$ cat config.mk
export PLATFORM = sky130hd
export DESIGN_NAME = bram_portb_arbiter_flat
export DESIGN_NICKNAME = d
export VERILOG_FILES = /design/src/rtl/bram_portb_arbiter_if.sv /design/src/rtl/bram_portb_arbiter.sv /design/src/flat_wrapper.sv
export SDC_FILE = /design/constraint.sdc
export NUM_CORES = 1
export LEC_CHECK = 0
export ABC_AREA = 1
export BUFFER_PORTS_ARGS = -buffer_cell sky130_fd_sc_hd__buf_2
export CORE_AREA = 10 10 119 121
export DETAILED_ROUTE_END_ITERATION = 7
export DIE_AREA = 0 0 129 131
export PLACE_DENSITY_LB_ADDON = 0.15
export SETUP_SLACK_MARGIN = 0.1
export SYNTH_ARGS = -nofsm -noshare
export SYNTH_HDL_FRONTEND = slang
export SYNTH_SLANG_ARGS = --single-unit
$ cat constraint.sdc
create_clock -name clk -period 1.55 [get_ports clk]
set_clock_uncertainty 0.05 [all_clocks]
set_input_delay 0.155 -clock clk [delete_from_list [all_inputs] [get_ports clk]]
set_output_delay 0.155 -clock clk [all_outputs]
set_load 0.005 [all_outputs]
$ cat src/rtl/bram_portb_arbiter_if.sv
// Requester and BRAM port-B signal bundle for bram_portb_arbiter.
// slave = arbiter side; master = requesters plus the BRAM itself.
interface bram_portb_arbiter_if #(
    parameter int ADDR_W = 11,
    parameter int DATA_W = 32
) ();
    logic              req_valid_0;
    logic              req_ready_0;
    logic              req_we_0;
    logic [ADDR_W-1:0] req_addr_0;
    logic [DATA_W-1:0] req_wdata_0;
    logic              rsp_valid_0;
    logic [DATA_W-1:0] rsp_rdata_0;

    logic              req_valid_1;
    logic              req_ready_1;
    logic              req_we_1;
    logic [ADDR_W-1:0] req_addr_1;
    logic [DATA_W-1:0] req_wdata_1;
    logic              rsp_valid_1;
    logic [DATA_W-1:0] rsp_rdata_1;

    logic              bram_en;
    logic              bram_we;
    logic [ADDR_W-1:0] bram_addr;
    logic [DATA_W-1:0] bram_din;
    logic [DATA_W-1:0] bram_dout;

    modport slave (
        input  req_valid_0, req_we_0, req_addr_0, req_wdata_0,
               req_valid_1, req_we_1, req_addr_1, req_wdata_1,
               bram_dout,
        output req_ready_0, rsp_valid_0, rsp_rdata_0,
               req_ready_1, rsp_valid_1, rsp_rdata_1,
               bram_en, bram_we, bram_addr, bram_din
    );

    modport master (
        output req_valid_0, req_we_0, req_addr_0, req_wdata_0,
               req_valid_1, req_we_1, req_addr_1, req_wdata_1,
               bram_dout,
        input  req_ready_0, rsp_valid_0, rsp_rdata_0,
               req_ready_1, rsp_valid_1, rsp_rdata_1,
               bram_en, bram_we, bram_addr, bram_din
    );
endinterface

$ cat src/rtl/bram_portb_arbiter.sv
// Two-requester round-robin arbiter for BRAM port B; clears the whole BRAM after reset.
// BRAM command 1 cycle after handshake, read data 3 cycles after; one transfer per cycle.
module bram_portb_arbiter #(
    parameter int ADDR_W = 11,
    parameter int DATA_W = 32
) (
    input  logic                clk,
    input  logic                rst,
    output logic                init_done,
    bram_portb_arbiter_if.slave bus
);
    typedef enum logic {
        ST_CLEAR = 1'b0,
        ST_RUN   = 1'b1
    } state_t;

    localparam logic [ADDR_W-1:0] LAST_ADDR = '1;

    state_t            state_q, state_d;
    logic [ADDR_W-1:0] clear_addr_q, clear_addr_d;
    logic              clear_done_q, clear_done_d;
    logic              init_done_q, init_done_d;
    logic              ptr_q, ptr_d;

    logic              bram_en_q, bram_en_d;
    logic              bram_we_q, bram_we_d;
    logic [ADDR_W-1:0] bram_addr_q, bram_addr_d;
    logic [DATA_W-1:0] bram_din_q, bram_din_d;

    logic              p1_rd_q, p1_rd_d;
    logic              p1_id_q, p1_id_d;
    logic              p2_rd_q, p2_rd_d;
    logic              p2_id_q, p2_id_d;

    logic              rsp_valid_0_q, rsp_valid_0_d;
    logic              rsp_valid_1_q, rsp_valid_1_d;
    logic [DATA_W-1:0] rsp_rdata_0_q, rsp_rdata_0_d;
    logic [DATA_W-1:0] rsp_rdata_1_q, rsp_rdata_1_d;

    logic              grant_0;
    logic              grant_1;
    logic              xfer;
    logic              xfer_we;
    logic [ADDR_W-1:0] xfer_addr;
    logic [DATA_W-1:0] xfer_wdata;

    // ptr_q == 0 favours requester 0 when both are valid.
    always_comb begin : arbitrate
        grant_0 = 1'b0;
        grant_1 = 1'b0;
        if (!rst && state_q == ST_RUN) begin
            grant_0 = bus.req_valid_0 && (!bus.req_valid_1 || !ptr_q);
            grant_1 = bus.req_valid_1 && (!bus.req_valid_0 ||  ptr_q);
        end
    end

    assign xfer       = grant_0 || grant_1;
    assign xfer_we    = grant_1 ? bus.req_we_1    : bus.req_we_0;
    assign xfer_addr  = grant_1 ? bus.req_addr_1  : bus.req_addr_0;
    assign xfer_wdata = grant_1 ? bus.req_wdata_1 : bus.req_wdata_0;

    always_comb begin : next_state
        state_d      = state_q;
        clear_addr_d = clear_addr_q;
        clear_done_d = clear_done_q;
        init_done_d  = init_done_q;
        ptr_d        = ptr_q;
        bram_en_d    = 1'b0;
        bram_we_d    = 1'b0;
        bram_addr_d  = bram_addr_q;
        bram_din_d   = bram_din_q;
        p1_rd_d      = 1'b0;
        p1_id_d      = 1'b0;

        case (state_q)
            ST_CLEAR: begin
                // clear_done_q marks the cycle the last address is on the bus.
                if (!clear_done_q) begin
                    bram_en_d   = 1'b1;
                    bram_we_d   = 1'b1;
                    bram_addr_d = clear_addr_q;
                    bram_din_d  = '0;
                    if (clear_addr_q == LAST_ADDR) begin
                        clear_done_d = 1'b1;
                    end else begin
                        clear_addr_d = clear_addr_q + ADDR_W'(1);
                    end
                end else begin
                    state_d     = ST_RUN;
                    init_done_d = 1'b1;
                end
            end
            ST_RUN: begin
                if (xfer) begin
                    bram_en_d   = 1'b1;
                    bram_we_d   = xfer_we;
                    bram_addr_d = xfer_addr;
                    bram_din_d  = xfer_wdata;
                    p1_rd_d     = !xfer_we;
                    p1_id_d     = grant_1;
                    ptr_d       = grant_0;
                end
            end
            default: begin
                state_d = ST_CLEAR;
            end
        endcase
    end

    // p1 lines up with the BRAM command cycle, p2 with the BRAM data cycle.
    always_comb begin : response_path
        p2_rd_d       = p1_rd_q;
        p2_id_d       = p1_id_q;
        rsp_valid_0_d = p2_rd_q && !p2_id_q;
        rsp_valid_1_d = p2_rd_q &&  p2_id_q;
        rsp_rdata_0_d = rsp_valid_0_d ? bus.bram_dout : rsp_rdata_0_q;
        rsp_rdata_1_d = rsp_valid_1_d ? bus.bram_dout : rsp_rdata_1_q;
    end

    always_ff @(posedge clk) begin
        if (rst) begin
            state_q       <= ST_CLEAR;
            clear_addr_q  <= '0;
            clear_done_q  <= 1'b0;
            init_done_q   <= 1'b0;
            ptr_q         <= 1'b0;
            bram_en_q     <= 1'b0;
            bram_we_q     <= 1'b0;
            bram_addr_q   <= '0;
            bram_din_q    <= '0;
            p1_rd_q       <= 1'b0;
            p1_id_q       <= 1'b0;
            p2_rd_q       <= 1'b0;
            p2_id_q       <= 1'b0;
            rsp_valid_0_q <= 1'b0;
            rsp_valid_1_q <= 1'b0;
            rsp_rdata_0_q <= '0;
            rsp_rdata_1_q <= '0;
        end else begin
            state_q       <= state_d;
            clear_addr_q  <= clear_addr_d;
            clear_done_q  <= clear_done_d;
            init_done_q   <= init_done_d;
            ptr_q         <= ptr_d;
            bram_en_q     <= bram_en_d;
            bram_we_q     <= bram_we_d;
            bram_addr_q   <= bram_addr_d;
            bram_din_q    <= bram_din_d;
            p1_rd_q       <= p1_rd_d;
            p1_id_q       <= p1_id_d;
            p2_rd_q       <= p2_rd_d;
            p2_id_q       <= p2_id_d;
            rsp_valid_0_q <= rsp_valid_0_d;
            rsp_valid_1_q <= rsp_valid_1_d;
            rsp_rdata_0_q <= rsp_rdata_0_d;
            rsp_rdata_1_q <= rsp_rdata_1_d;
        end
    end

    assign init_done       = init_done_q;
    assign bus.req_ready_0 = grant_0;
    assign bus.req_ready_1 = grant_1;
    assign bus.rsp_valid_0 = rsp_valid_0_q;
    assign bus.rsp_valid_1 = rsp_valid_1_q;
    assign bus.rsp_rdata_0 = rsp_rdata_0_q;
    assign bus.rsp_rdata_1 = rsp_rdata_1_q;
    assign bus.bram_en     = bram_en_q;
    assign bus.bram_we     = bram_we_q;
    assign bus.bram_addr   = bram_addr_q;
    assign bus.bram_din    = bram_din_q;
endmodule
$ cat src/flat_wrapper.sv
// flat-port wrapper written by rule: the top's interface ports become plain ports
module bram_portb_arbiter_flat 
#(
    parameter int ADDR_W = 11,
    parameter int DATA_W = 32
)
  (clk, rst, init_done, bus_req_valid_0, bus_req_we_0, bus_req_addr_0, bus_req_wdata_0, bus_req_valid_1, bus_req_we_1, bus_req_addr_1, bus_req_wdata_1, bus_bram_dout, bus_req_ready_0, bus_rsp_valid_0, bus_rsp_rdata_0, bus_req_ready_1, bus_rsp_valid_1, bus_rsp_rdata_1, bus_bram_en, bus_bram_we, bus_bram_addr, bus_bram_din);
  bram_portb_arbiter_if #(.ADDR_W(ADDR_W), .DATA_W(DATA_W)) bus_i ();
  input  logic clk;
  input  logic rst;
  output logic init_done;
  input wire logic [$bits(bus_i.req_valid_0)-1:0] bus_req_valid_0;
  input wire logic [$bits(bus_i.req_we_0)-1:0] bus_req_we_0;
  input wire logic [$bits(bus_i.req_addr_0)-1:0] bus_req_addr_0;
  input wire logic [$bits(bus_i.req_wdata_0)-1:0] bus_req_wdata_0;
  input wire logic [$bits(bus_i.req_valid_1)-1:0] bus_req_valid_1;
  input wire logic [$bits(bus_i.req_we_1)-1:0] bus_req_we_1;
  input wire logic [$bits(bus_i.req_addr_1)-1:0] bus_req_addr_1;
  input wire logic [$bits(bus_i.req_wdata_1)-1:0] bus_req_wdata_1;
  input wire logic [$bits(bus_i.bram_dout)-1:0] bus_bram_dout;
  output wire logic [$bits(bus_i.req_ready_0)-1:0] bus_req_ready_0;
  output wire logic [$bits(bus_i.rsp_valid_0)-1:0] bus_rsp_valid_0;
  output wire logic [$bits(bus_i.rsp_rdata_0)-1:0] bus_rsp_rdata_0;
  output wire logic [$bits(bus_i.req_ready_1)-1:0] bus_req_ready_1;
  output wire logic [$bits(bus_i.rsp_valid_1)-1:0] bus_rsp_valid_1;
  output wire logic [$bits(bus_i.rsp_rdata_1)-1:0] bus_rsp_rdata_1;
  output wire logic [$bits(bus_i.bram_en)-1:0] bus_bram_en;
  output wire logic [$bits(bus_i.bram_we)-1:0] bus_bram_we;
  output wire logic [$bits(bus_i.bram_addr)-1:0] bus_bram_addr;
  output wire logic [$bits(bus_i.bram_din)-1:0] bus_bram_din;
  assign bus_i.req_valid_0 = bus_req_valid_0;
  assign bus_i.req_we_0 = bus_req_we_0;
  assign bus_i.req_addr_0 = bus_req_addr_0;
  assign bus_i.req_wdata_0 = bus_req_wdata_0;
  assign bus_i.req_valid_1 = bus_req_valid_1;
  assign bus_i.req_we_1 = bus_req_we_1;
  assign bus_i.req_addr_1 = bus_req_addr_1;
  assign bus_i.req_wdata_1 = bus_req_wdata_1;
  assign bus_i.bram_dout = bus_bram_dout;
  assign bus_req_ready_0 = bus_i.req_ready_0;
  assign bus_rsp_valid_0 = bus_i.rsp_valid_0;
  assign bus_rsp_rdata_0 = bus_i.rsp_rdata_0;
  assign bus_req_ready_1 = bus_i.req_ready_1;
  assign bus_rsp_valid_1 = bus_i.rsp_valid_1;
  assign bus_rsp_rdata_1 = bus_i.rsp_rdata_1;
  assign bus_bram_en = bus_i.bram_en;
  assign bus_bram_we = bus_i.bram_we;
  assign bus_bram_addr = bus_i.bram_addr;
  assign bus_bram_din = bus_i.bram_din;
  bram_portb_arbiter #(.ADDR_W(ADDR_W), .DATA_W(DATA_W)) u_core (.clk(clk), .rst(rst), .init_done(init_done), .bus(bus_i));
endmodule
==> summary.md, run 1 <==
| Metric | Value |
|---|---|
| CP Capture Type | output pin |
| Row Count | 40 |
| CTS tree | built |
| RR Startpoint | u_core.state_q |
| Area of the multi-input gates | between 0.002 and 0.003 mm^2 |
| Status | finished clean |
| Max Fanout on Critical Path | 2 |
| Mapped Area | 0.00552 mm^2 |
| Initial antenna violation count | 2 |
| Seq/Total Area, Yosys | between 40% and 50% |
| Placed cell count | approximately 1,200 |
| Synth async-reset ratio | 0% |
| Synth Area in Simple Gates | 29.9% |
| Layout area overhead | 59.1% |
| Pleak | 4.34 nW |
| Clk Tree Root Cell | clkbuf_16 |
| Peak VDD IR | 0.662 mV |
| H-tree Lvls | 4 |
| Fmax | 0.651 GHz |
| Drt wl/cell | 16.0 um |
| Worst Path Required | 1340 ps |
| GP Congestion | roughly 0.85 |
| CP most frequent cell | buf_6 |
| Mapped Nets | between 900 and 1,000 |
| Crit path time final | 1540 ps |
| Largest net degree at the start of global routing | slightly above 80 |
| Fillers | between 900 and 1,000 |
| Synthesized area per cell | about 7 um^2 |
| Initial Util | between 40 and 50% |
| # nets final | ~1,200 |
| Total CTS buffers | 17 |
| Hold Path Class | input pin to flop |
| Global route overflow | 0 |
| Max-slew violations | 0 |
| Post-synthesis adder-cell area fraction | less than 1% |
| Storage element area | about 0.0026 mm^2 |
| Reg2Reg Setup Slack | around 30 ps |
| Slew @ Worst Pin | 391 ps |
| Cell Pwr Density | 901 mW/mm^2 |
| Worst setup path endpoint | bus_req_ready_0 |
| Reg2Reg Depth | 9 |
| Iteration-0 DRC Markers | approximately 520 |
| Final period util | just under 100% |
| CORE AREA | roughly 0.012 mm^2 |
| Worst reg2reg endpoint | u_core.bus.bram_addr[1] |
| Router iterations before antenna repair | 7 |
| Setup Viol. Count Final | 0 |
| Post-Synth XOR/XNOR Area | less than 1% |
| Critical Path, Cell by Cell | inv_4 -> nor2_8 -> buf_6 -> nand3_4 -> buf_8 -> clkinv_4 -> buf_6 |
| Bufs on Longest Clock Path | 2 |
| Chip height | 131 um |
| Critical Path Start | u_core.state_q |
| Largest family of logic cells by synthesized area | simple AND/OR/NAND/NOR gates |
| Worst-skew pair later-pin latency | approximately 410 ps |
| Worst slew margin | between 70% and 80% |
| Multiplexer share of the synthesized area | 0% |
| Crit-path max cell delay | approximately 350 ps |
| Primary FF master, synth | dfxtp_1 |
| Layout Cells excl Fill | ~1,300 |
| Setup CP Type | flop to output pin |
| IO Port Bufs | roughly 240 |
| Worst EP arrival | about 1300 ps |
| Routed vias | between 6,000 and 7,000 |
| Ys Warns | 0 |
| Max Cap Viol | 0 |
| Post-DP HPWL | about 13,000 um |
| DIE WIDTH | between 100 and 150 um |
| EDFF count, synth | 0 |
| Total Routing Usage GR | 20.9% |
| First-pass GRT wire length | 28,500 um |
| # IOs | about 240 |
| Commonest non-fill, non-tap cell in the layout | buf_2 |
| Min Hold Slack | between 20 and 25 ps |
| Worst setup SP type | flop |
| DRC violations left | 0 |
| Post-synthesis register bit count | 130 |
| Die ar. | around 0.017 mm^2 |
| ANT nets after route | 0 |
| Clock sink count | 130 |
| Fraction of layout cells with a size suffix above 1 | a little under two fifths |
| Hold Vio Cnt, Final | 0 |
| Vias in the first global route | 5,734 |
| Compound-Gate Fraction of Synth Area | about 14% |
| Routed wire length | just over 20,000 um |
| RSZ-0062 raised after global routing | true |
| Worst-path clk slew | roughly 60 ps |
| Crit-path slowest cell | dfxtp_2 |
| Commonest non-fill, non-tap cells in the layout | 235 x buf_2, 192 x nor2_1, 124 x dfxtp_1, 111 x nand2_1, 70 x o21ai_0 |
| Via-per-instance ratio | around 5 |
| Distinct cell type count after synthesis | 25 |
| Mapped Cells | 800 |
-- metal layers --
layer	track usage (%)	share of wire [%]	vias to the layer above
met5	0	0	-
met4	9.03	2.6	0
met3	7.94	7.9	45
met2	35.9	52	248
met1	22.8	37	2871
li1	-	-	3163
-- final cells by class --
cell class | count | share of cell area (%)
Timing Repair Buffer | 332 | 26.7
Clock buffer | 23 | 5.21
Clock inverter | 9 | 1.50
Antenna cell | 2 | 0.0570
Tap cell | 147 | 2.09
Multi-Input combinational cell | 549 | 31.7
Sequential cell | 130 | 29.7
Inverter | 68 | 3.05
-- state kept, by name, summed over array words and instances (netlist names), 11 cells and up --
register,cells
u_core.bus.rsp_rdata_1,32
u_core.bus.rsp_rdata_0,32
u_core.clear_addr_q,11
u_core.bus.bram_din,32
u_core.bus.bram_addr,11
-- critical path, delay by kind of cell (launching register included) --
| family | cells | cell delay, ps |
|---|---|---|
| buffers and inverters | 5 | 400 |
| flip-flops | 1 | 350 |
| AND/OR/NAND/NOR | 2 | 160 |
-- power breakdown --
group | switching [W] | internal, W | total, W
logic | 0.000245 | 0.000271 | 0.000515
registers | 0.0000120 | 0.00336 | 0.00337
clock network | 0.00146 | 0.00257 | 0.00403
total | 0.00172 | 0.00620 | 0.00792
-- worst min-delay path by stage --
stage	from	to	cells after the start
after floorplan	bus_bram_dout[0]	u_core.bus.rsp_rdata_0[0]	2
after global placement	bus_bram_dout[10]	u_core.bus.rsp_rdata_0[10]	3
after detailed placement	u_core.p1_id_q	u_core.p2_id_q	2
after CTS	bus_req_addr_0[6]	u_core.bus.bram_addr[6]	5
after global routing	bus_req_wdata_0[18]	u_core.bus.bram_din[18]	5
final	bus_req_wdata_1[18]	u_core.bus.bram_din[18]	5
-- cells in the mapped netlist (2+ instances only) --
library cell | instances | area, um^2
a21oi_1 | 37 | 185
buf_1 | 2 | 7.51
buf_2 | 12 | 60.1
nor3_1 | 2 | 10.0
inv_1 | 66 | 248
nand4_1 | 42 | 263
clkbuf_1 | 36 | 135
nor2_1 | 204 | 766
o21ai_0 | 103 | 515
a31oi_1 | 2 | 12.5
dfxtp_1 | 130 | 2600
xnor2_1 | 2 | 17.5
nand3_1 | 9 | 45.0
nand2_1 | 136 | 510
nand3_4 | 2 | 35.0
o21ai_1 | 6 | 30.0
-- cells by family (layout without fill, tap and decap cells) --
family	after synthesis	in the layout
compound gates	149	149
xor+xnor	3	3
fa+ha+maj	1	1
buf+inv	121	432
flops	130	130
other cells	0	2
simple gates	396	396
-- metrics by stage --
step                      util, %  power (W)  TNS, ps  setup WS [ps]  area, um^2
final                        74.4    0.00792        0           14.6        8780
after global routing         74.4    0.00818     -137          -38.0        8780
after CTS                    67.9    0.00787    -9.69          -9.69        8020
after detailed placement     59.1    0.00382        0           94.6        6980
after global placement       59.1    0.00382        0            109        6980
after floorplan                 -    0.00359        0            154        5520
-- repair_timing --
action,CTS,global route
gates cloned,0,14
hold buffers,34,0
setup endpoints to repair,4,56
pin swaps,1,50
endpoints found under the hold margin,65,0
gates resized for setup,14,152
buffers inserted,9,7
Note: power is estimated with default switching activity, not from simulation.
==> inputs of run 2 (changes only) <==
- CELL_PAD_IN_SITES_DETAIL_PLACEMENT: default -> 0
- CELL_PAD_IN_SITES_GLOBAL_PLACEMENT: default -> 1
- CORE_AREA: 10 10 119 121 -> 10 10 143 145
- DIE_AREA: 0 0 129 131 -> 0 0 153 155
==> summary.md, run 2 (same netlist as run 1, synthesis figures left out) <==
| Metric | Value |
|---|---|
| Cell Pwr Density | 904 mW/mm^2 (+0.29%) |
| Fin util | 48.0% (-26 points) |
| Largest net degree at the start of global routing | 82 (unchanged) |
| Global route overflow | 0 (unchanged) |
| IO Port Bufs | 237 (unchanged) |
| Drt wl/cell | 15.3 um (-4.1%) |
| Max-slew violations | 0 (unchanged) |
| CP Capture Type | output pin |
| Setup CP Type | flop to output pin |
| RSZ-0062 raised after global routing | true |
| Status | finished clean |
| Initial Util | 31.3% (-15 points) |
| Bufs on Longest Clock Path | 2 (unchanged) |
| Hold Path Origin | bus_req_wdata_1[30] |
| Iteration-0 DRC Markers | 259 (-50%) |
| Sequential power share | 43.9% (+1.3 points) |
| CP Depth | 6 (-1) |
| Worst reg2reg endpoint | u_core.bus.bram_din[27] |
| Crit-path max cell delay | 360 ps (about the same) |
| Min Hold Slack | 24.2 ps (+0.149 ps) |
| Commonest non-fill, non-tap cell in the layout | buf_2 |
| Slew @ Worst Pin | 329 ps (-61.5 ps) |
| Final Instance Area | 0.00848 mm^2 (-3.5%) |
| Layout Cells excl Fill | 1,333 (+5.8%) |
| Switch share | 23.8% (+2.1 points) |
| Post-DP HPWL | 13,900 um (+7.2%) |
| Most used routing layer | met2 |
| DIE WIDTH | 153 um (+19%) |
| Worst setup SP type | flop |
| GP Congestion | 0.817 (-3.8%) |
| DP Area | 0.00713 mm^2 (+2.1%) |
| DRC violations left | 0 (unchanged) |
| Final period util | 95.0% (-4.1 points) |
| Peak VDD IR | 0.712 mV (+7.5%) |
| Hold Vio Cnt, Final | 0 (unchanged) |
| Worst slew margin | 78.1% (+4.1 points) |
| Part of the power in the clock network | 49.8% (-1.1 points) |
| # IOs | 238 (unchanged) |
| Layout area overhead | 53.5% |
| First-pass GRT wire length | 31,200 um (+9.7%) |
| CORE AREA | 0.0177 mm^2 (+49%) |
| Pleak | 4.22 nW (-2.7%) |
| Max Cap Viol | 0 (unchanged) |
| RR Startpoint | u_core.state_q |
| Worst-path clk slew | 60 ps (about the same) |
| Clock sink count | 130 (unchanged) |
| # nets final | 1,216 (-0.57%) |
| Routed vias | 6,010 (-5.0%) |
| M3 GR Usage | 6.29% (-1.7 points) |
| Worst Path Required | 1340 ps (about the same) |
| Router iterations before antenna repair | 6 (-1) |
| Critical Path Start | u_core.state_q |
| Antenna Cells | 0 (-2) |
| Placed cell count | 1,249 (+7.4%) |
| Reg2Reg Depth | 8 (-1) |
| Crit path time final | 1470 ps (-63.4 ps) |
| Chip height | 155 um (+18%) |
| Comb power frac | 6.2% (-0.3 points) |
| Kind of cell adding the most delay to the critical path | flip-flops |
| Critical Path, Cell by Cell | inv_4 -> nor2_8 -> nand3_4 -> buf_12 -> clkinv_4 -> buf_6 |
| Die ar. | 0.0237 mm^2 (+40%) |
| Vias in the first global route | 5,985 (+4.4%) |
| Worst EP arrival | 1270 ps (-60 ps) |
| Pint | 0.00584 W (-5.8%) |
| Initial antenna violation count | 0 (-2) |
| Bufs and invs on worst path | 4 (-1) |
| Commonest non-fill, non-tap cells in the layout | 235 x buf_2, 195 x nor2_1, 133 x nand2_1, 126 x dfxtp_1, 75 x o21ai_0 |
| Clk Tree Root Cell | clkbuf_16 |
| H-tree Lvls | 4 (unchanged) |
| Worst-skew pair later-pin latency | 410 ps (about the same) |
| Setup Viol. Count Final | 0 (unchanged) |
| Sw Pwr | 0.00182 W (+6.0%) |
| Reg2Reg Setup Slack | 100 ps (+70 ps) |
| CTS tree | built |
| GR Util met1 | 18.6% (-4.2 points) |
| Max Fanout on Critical Path | 3 (+1) |
| Fraction of layout cells with a size suffix above 1 | 33.1% (-4.6 points) |
| Routed wire length | 20,400 um (+1.4%) |
| Met2 GRT Util | 26.3% (-9.6 points) |
| Setup TNS | 0 ps (unchanged) |
| Via-per-instance ratio | 4.51 (-10%) |
| Worst setup path endpoint | bus_req_ready_0 |
| Crit-path slowest cell | dfxtp_4 |
| Row Count | 49 (+23%) |
| ANT nets after route | 0 (unchanged) |
| Hold Path Class | input pin to flop |
| Fmax | 0.679 GHz (+4.3%) |
| Total Routing Usage GR | 16.0% (-4.9 points) |
| Total CTS buffers | 17 (unchanged) |
## run 2: timing repair
action | in CTS | in global routing
endpoints found under the hold margin | 65 | 0
setup endpoints to repair | 16 | 59
setup buffers | 5 | 5
resized for setup | 26 | 59
cloned | 1 | 7
hold buffers | 34 | 0
pin swaps | 2 | 7
## run 2: layer usage
| metal | routed length, um | vias up |
|---|---|---|
| li1 | - | 3150 |
| met3 | 1510 | 20 |
| met2 | 9680 | 179 |
| met1 | 8930 | 2661 |
| met5 | 0 | - |
| met4 | 318 | 0 |
## run 2: through the flow
step | setup WS (ps) | power (W)
after floorplan | 154 | 0.00359
after CTS | 18.6 | 0.00775
after global placement | 114 | 0.00383
final | 78.1 | 0.00766
after detailed placement | 84.9 | 0.00383
after global routing | 4.56 | 0.00798
## run 2: final cells by class
type	instances	area (um^2)
Clock buffer	18	429
Multi-Input combinational cell	549	2570
Fill cell	1846	9180
Clock inverter	14	130
Inverter	68	268
Timing Repair Buffer	325	2180
Sequential cell	130	2610
Tap cell	229	287
## run 2: tightest hold or removal path: cells and delay by family
family / cells / cell delay [ps]
AND/OR/NAND/NOR: 1 / 50
buffers and inverters: 2 / 140
AO/OA/AOI/OAI: 2 / 110
## run 2: power groups by stage
stage	combinational, W	clock, W	sequential (W)
floorplan	0.000154	0	0.00344
global placement	0.000398	0	0.00344
detailed placement	0.000393	0	0.00344
CTS	0.000467	0.00392	0.00336
global route	0.000538	0.00408	0.00336
finish	0.000479	0.00382	0.00337
## run 2: worst min path at each step
stage,end,slack (ps),cells past startpoint
6_report,u_core.bus.bram_din[30],20,5
3_3_place_gp,u_core.bus.rsp_rdata_0[8],340,3
4_1_cts,u_core.bus.bram_din[30],9,5
5_1_grt,u_core.bus.bram_din[12],30,5
3_5_place_dp,u_core.p2_id_q,350,2
2_1_floorplan,u_core.bus.rsp_rdata_0[0],240,2
